===== config.mk =====
export PLATFORM = sky130hd
export DESIGN_NAME = bufg_ce_ctrl
export DESIGN_NICKNAME = d
export VERILOG_FILES = /design/src/rtl/bufg_ce_ctrl.sv
export SDC_FILE = /design/constraint.sdc
export NUM_CORES = 1
export LEC_CHECK = 0
export ABC_AREA = 0
export CAP_MARGIN = 10
export CORE_MARGIN = 1
export CORE_UTILIZATION = 25
export CTS_CLUSTER_SIZE = 8
export DETAILED_ROUTE_END_ITERATION = 10
export GPL_ROUTABILITY_DRIVEN = 0
export HOLD_SLACK_MARGIN = 0.1
export SETUP_SLACK_MARGIN = 0.15
export SKIP_LAST_GASP = 1
export SLEW_MARGIN = 20
export SYNTH_ARGS = -nofsm -noshare
export SYNTH_HDL_FRONTEND = slang
export SYNTH_SLANG_ARGS = --single-unit

===== constraint.sdc =====
create_clock -name clk_i -period 4.4 [get_ports clk_i]
set_clock_uncertainty 0.1 [all_clocks]
set_input_delay 0.88 -clock clk_i [delete_from_list [all_inputs] [get_ports clk_i]]
set_output_delay 0.88 -clock clk_i [all_outputs]
set_load 0.01 [all_outputs]

===== src/rtl/bufg_ce_ctrl.sv =====
// Sequencer for a shared gated global clock: qualifies PLL lock, arbitrates
// requesters, settles the BUFGCE enable before ack/reset release, idles it off.
module bufg_ce_ctrl #(
  parameter int N_REQ         = 4,
  parameter int LOCK_CYCLES   = 16,
  parameter int SETTLE_CYCLES = 4,
  parameter int IDLE_CYCLES   = 64
) (
  input  logic             clk_i,
  input  logic             rst_ni,
  input  logic             locked_i,
  input  logic [N_REQ-1:0] req_i,
  output logic [N_REQ-1:0] ack_o,
  output logic             ce_o,
  output logic             domain_rst_no,
  output logic [2:0]       state_o,
  output logic [7:0]       lock_loss_cnt_o
);

  localparam int MAX_LS  = (LOCK_CYCLES > SETTLE_CYCLES) ? LOCK_CYCLES : SETTLE_CYCLES;
  localparam int MAX_CYC = (MAX_LS > IDLE_CYCLES) ? MAX_LS : IDLE_CYCLES;
  localparam int CNT_W   = $clog2(MAX_CYC + 1);

  localparam logic [CNT_W-1:0] LOCK_LAST   = CNT_W'(LOCK_CYCLES - 1);
  localparam logic [CNT_W-1:0] SETTLE_LAST = CNT_W'(SETTLE_CYCLES - 1);
  localparam logic [CNT_W-1:0] IDLE_LAST   = CNT_W'(IDLE_CYCLES - 1);
  localparam logic [CNT_W-1:0] CNT_ONE     = CNT_W'(1);

  typedef enum logic [2:0] {
    WAIT_LOCK = 3'd0,
    OFF       = 3'd1,
    SETTLE    = 3'd2,
    ON        = 3'd3,
    IDLE      = 3'd4
  } state_e;

  state_e             state_q, state_d;
  logic [CNT_W-1:0]   cnt_q, cnt_d;
  logic [7:0]         loss_q, loss_d;
  logic [N_REQ-1:0]   ack_q;
  logic               ce_q;
  logic               drst_q;
  logic               anyReq;

  assign anyReq = |req_i;

  // One shared counter serves lock qualification, settling and idle timeout,
  // since only one of them is ever active in a given state.
  always_comb begin
    state_d = state_q;
    cnt_d   = cnt_q;
    loss_d  = loss_q;
    if (state_q != WAIT_LOCK && !locked_i) begin
      state_d = WAIT_LOCK;
      cnt_d   = '0;
      if (loss_q != 8'hFF) loss_d = loss_q + 8'd1;
    end else begin
      case (state_q)
        WAIT_LOCK: begin
          if (!locked_i) begin
            cnt_d = '0;
          end else if (cnt_q == LOCK_LAST) begin
            state_d = OFF;
            cnt_d   = '0;
          end else begin
            cnt_d = cnt_q + CNT_ONE;
          end
        end
        OFF: begin
          if (anyReq) begin
            state_d = SETTLE;
            cnt_d   = '0;
          end
        end
        SETTLE: begin
          if (cnt_q == SETTLE_LAST || !anyReq) begin
            state_d = ON;
            cnt_d   = '0;
          end else begin
            cnt_d = cnt_q + CNT_ONE;
          end
        end
        ON: begin
          if (!anyReq) begin
            state_d = IDLE;
            cnt_d   = '0;
          end
        end
        IDLE: begin
          // A request arriving on the timeout edge keeps the clock running.
          if (anyReq) begin
            state_d = ON;
            cnt_d   = '0;
          end else if (cnt_q == IDLE_LAST) begin
            state_d = OFF;
            cnt_d   = '0;
          end else begin
            cnt_d = cnt_q + CNT_ONE;
          end
        end
        default: begin
          state_d = WAIT_LOCK;
          cnt_d   = '0;
        end
      endcase
    end
  end

  always_ff @(posedge clk_i) begin
    if (!rst_ni) begin
      state_q <= WAIT_LOCK;
      cnt_q   <= '0;
      loss_q  <= '0;
      ack_q   <= '0;
      ce_q    <= 1'b0;
      drst_q  <= 1'b0;
    end else begin
      state_q <= state_d;
      cnt_q   <= cnt_d;
      loss_q  <= loss_d;
      ce_q    <= (state_d == SETTLE) || (state_d == ON) || (state_d == IDLE);
      drst_q  <= (state_d == ON) || (state_d == IDLE);
      ack_q   <= (state_d == ON) ? req_i : '0;
    end
  end

  assign ack_o           = ack_q;
  assign ce_o            = ce_q;
  assign domain_rst_no   = drst_q;
  assign state_o         = state_q;
  assign lock_loss_cnt_o = loss_q;

endmodule


==> flow_summary.yaml <==
status:
  status: "complete, no violations"
routing:
  viasPerCell: 4.69
  routedWlPerCell_um: 11.5
  drc_errors: 0
  drtIter0Drc: 41
  vias: 1083
  dr.pass1.iters: 4
  ant_nets: 0
  drt-total-wl_um: 2650
synthesis:
  synth_top_area_frac: 0.366
  synth_area_leaders: "dfxtp_1, and2_1, xnor2_1, nand2_1, nand3_1"
  synth_edf_count: 0
  synth.avg_cell_area_um2: 9.17
  syn_inst: 143
  ys_seq_elements: 24
  synth-main-ff-cell: "dfxtp_1"
  yosys_warnings: 0
  synth_area_um2: 1310
  synthArstFlopShare: 0
  syn-num-nets: 152
  synth_cell_type_count: 47
  yosysTopAreaCell: "dfxtp_1"
  ys_seq_area_frac: 0.366
finish:
  area_growth_pct: 26.0
  antenna_cells: 0
  final_common_cell: "dfxtp_1"
  drive_gt1_frac: 0.122
  utilization: 0.339
  nNetsFinal: 174
  final_area_um2: 1650
  final_cell_mix: "dfxtp_1, clkdlybuf4s50_1, nand2_1"
  fill_cells: 538
die:
  fp.dieArea_um2: 5540
  dieHeight_um: 74.4
  pin_count: 24
  coreArea_um2: 4880
  fp-row-count: 25
  start_util: 0.269
  die_w_um: 74.4
grt:
  grt_start_max_net_pins: 15
  grt_use_met3: 0.0298
  grt_pass1_vias: 997
  grt-busiest-layer: "met2"
  met2_usage: 0.171
  met1_usage: 0.141
  grt.total_usage: 0.107
  grt.overflow.total: 0
  grt_pass1_wl_um: 4620
  antenna_found_initial: 0
worst_setup_path:
  cp_slowest_stage_delay_ns: 0.53
  cp.arrival_ns: 2.85
  cpLargestDelayFamily: "simple AND/OR/NAND/NOR gates"
  end_kind: "register"
  critPathMaxFanout: 5
  r2r_start: "cnt_q[0]$_SDFFE_PP0P_"
  cp-start-kind: "input pin"
  worstPathRequired_ns: 4.47
  critPathSlowestCell: "nor4_2"
  cp_num_buf_inv: 1
  critPathLaunch: "req_i[1]"
  path_cells: "clkdlybuf4s50_1 > nor4_2 > mux2_2 > a31oi_1 > a21boi_2 > or2_1"
  setup.worst_path.class: "input pin to register"
timing:
  period_minus_slack_ns: 2.79
  whs_ns: 0.396
  finalSetupTns_ns: 0
  rsz0062_at_grt: "no"
  post-route-period-util: 0.633
  clock.fmax_mhz: 359
  setup_violations: 0
  drv_slew: 0
  worstMarginPinSlew_ns: 0.513
  slew_headroom: 0.655
  hold_violations: 0
clocking:
  cts.reportedPaths.clkPinSlew_ns: 0.09
  ctsHoldBuffers: 0
  cts_resized: 0
  clockRootBuffer: "clkbuf_8"
  htree_levels: 1
  clock_latency_ns: 0.27
  cts_buffers: 3
  cts_num_sinks: 24
  cts_tree: "built"
  post_cts_buffers: 0
  clk_path_buf_depth: 2
hold_path:
  worstHoldStart: "cnt_q[6]$_SDFFE_PP0P_"
  min_path_type: "register to register"
placement:
  dp_hpwl_um: 2010
  placement.io_buffers: 23
  postPlaceCellArea_um2: 1580
pwr:
  peakVddDrop_v: 0.000184
  power_density_nw_per_um2: 267
  leakagePower_nw: 0.580
run:
  maxCapViolations: 0
## cell usage after synthesis, types with 3 or more instances
library cell and instances:
nor2_1 10, and2_1 10, xnor2_1 7, nand3_1 8, dfxtp_1 24, and4_1 3
o21ai_0 3, a211oi_1 4, a31oi_1 5, and3_1 5, nand2_1 14
## registers in the layout (all words and copies together) (netlist names)
signal and cells:
domain_rst_no 1, ack_o 4, lock_loss_cnt_o 8, cnt_q 7, state_o 3, ce_o 1
## logic make-up after synthesis
| family | count (synthesis) | synth area share |
|---|---|---|
| XOR/XNOR | 8 | 0.0534 |
| buffers and inverters | 7 | 0.0363 |
| adder cells (fa/ha/maj) | 2 | 0.0191 |
| multiplexers | 3 | 0.0239 |
| AND/OR/NAND/NOR | 72 | 0.335 |
| flip-flops | 24 | 0.366 |
| AO/OA/AOI/OAI | 27 | 0.166 |
## worst register-to-register path, delay by kind of cell, from the launching register on
| kind | cells | cell delay, ns |
|---|---|---|
| flops | 1 | 0.39 |
| fa+ha+maj | 1 | 0.27 |
| compound gates | 3 | 0.66 |
| simple gates | 2 | 0.54 |
## cell type report
cell class / count / area, µm² / share of cell area
clock inverter: 1 / 30.0 / 0.0182
clock buffer: 3 / 41.3 / 0.0250
tap: 67 / 83.8 / 0.0507
multi-input combinational: 112 / 783 / 0.474
sequential: 24 / 480 / 0.291
timing repair buffer: 23 / 230 / 0.139
inverter: 1 / 3.75 / 0.00227
## final timing paths
kind	slack [ns]	depth (start not counted)	end
setup / recovery	1.61	6	domain_rst_no$_SDFF_PN0_
hold / removal	0.40	2	cnt_q[6]$_SDFFE_PP0P_
setup reg to reg	2.39	6	ack_o[0]$_SDFF_PN0_
hold reg to reg	0.40	2	cnt_q[6]$_SDFFE_PP0P_
## stage by stage
stage	std cells	total power [mW]	setup WS (ns)
floorplan	143	0.245	1.95
global placement	227	0.255	1.38
detailed placement	227	0.255	1.31
CTS	231	0.449	1.61
global route	231	0.461	1.48
finish	231	0.441	1.61
## metal layers
metal	wire (µm)	share of wire
met2	1180	0.44
met5	0	0
met4	22	0.0083
met3	115	0.043
met1	1340	0.50
## power breakdown
part / total (mW) / switching [mW] / internal, mW
Clock: 0.192 / 0.0700 / 0.122
Combinational: 0.0231 / 0.0121 / 0.0110
Sequential: 0.226 / 0.00614 / 0.220
(Power assumes the default switching activity.)
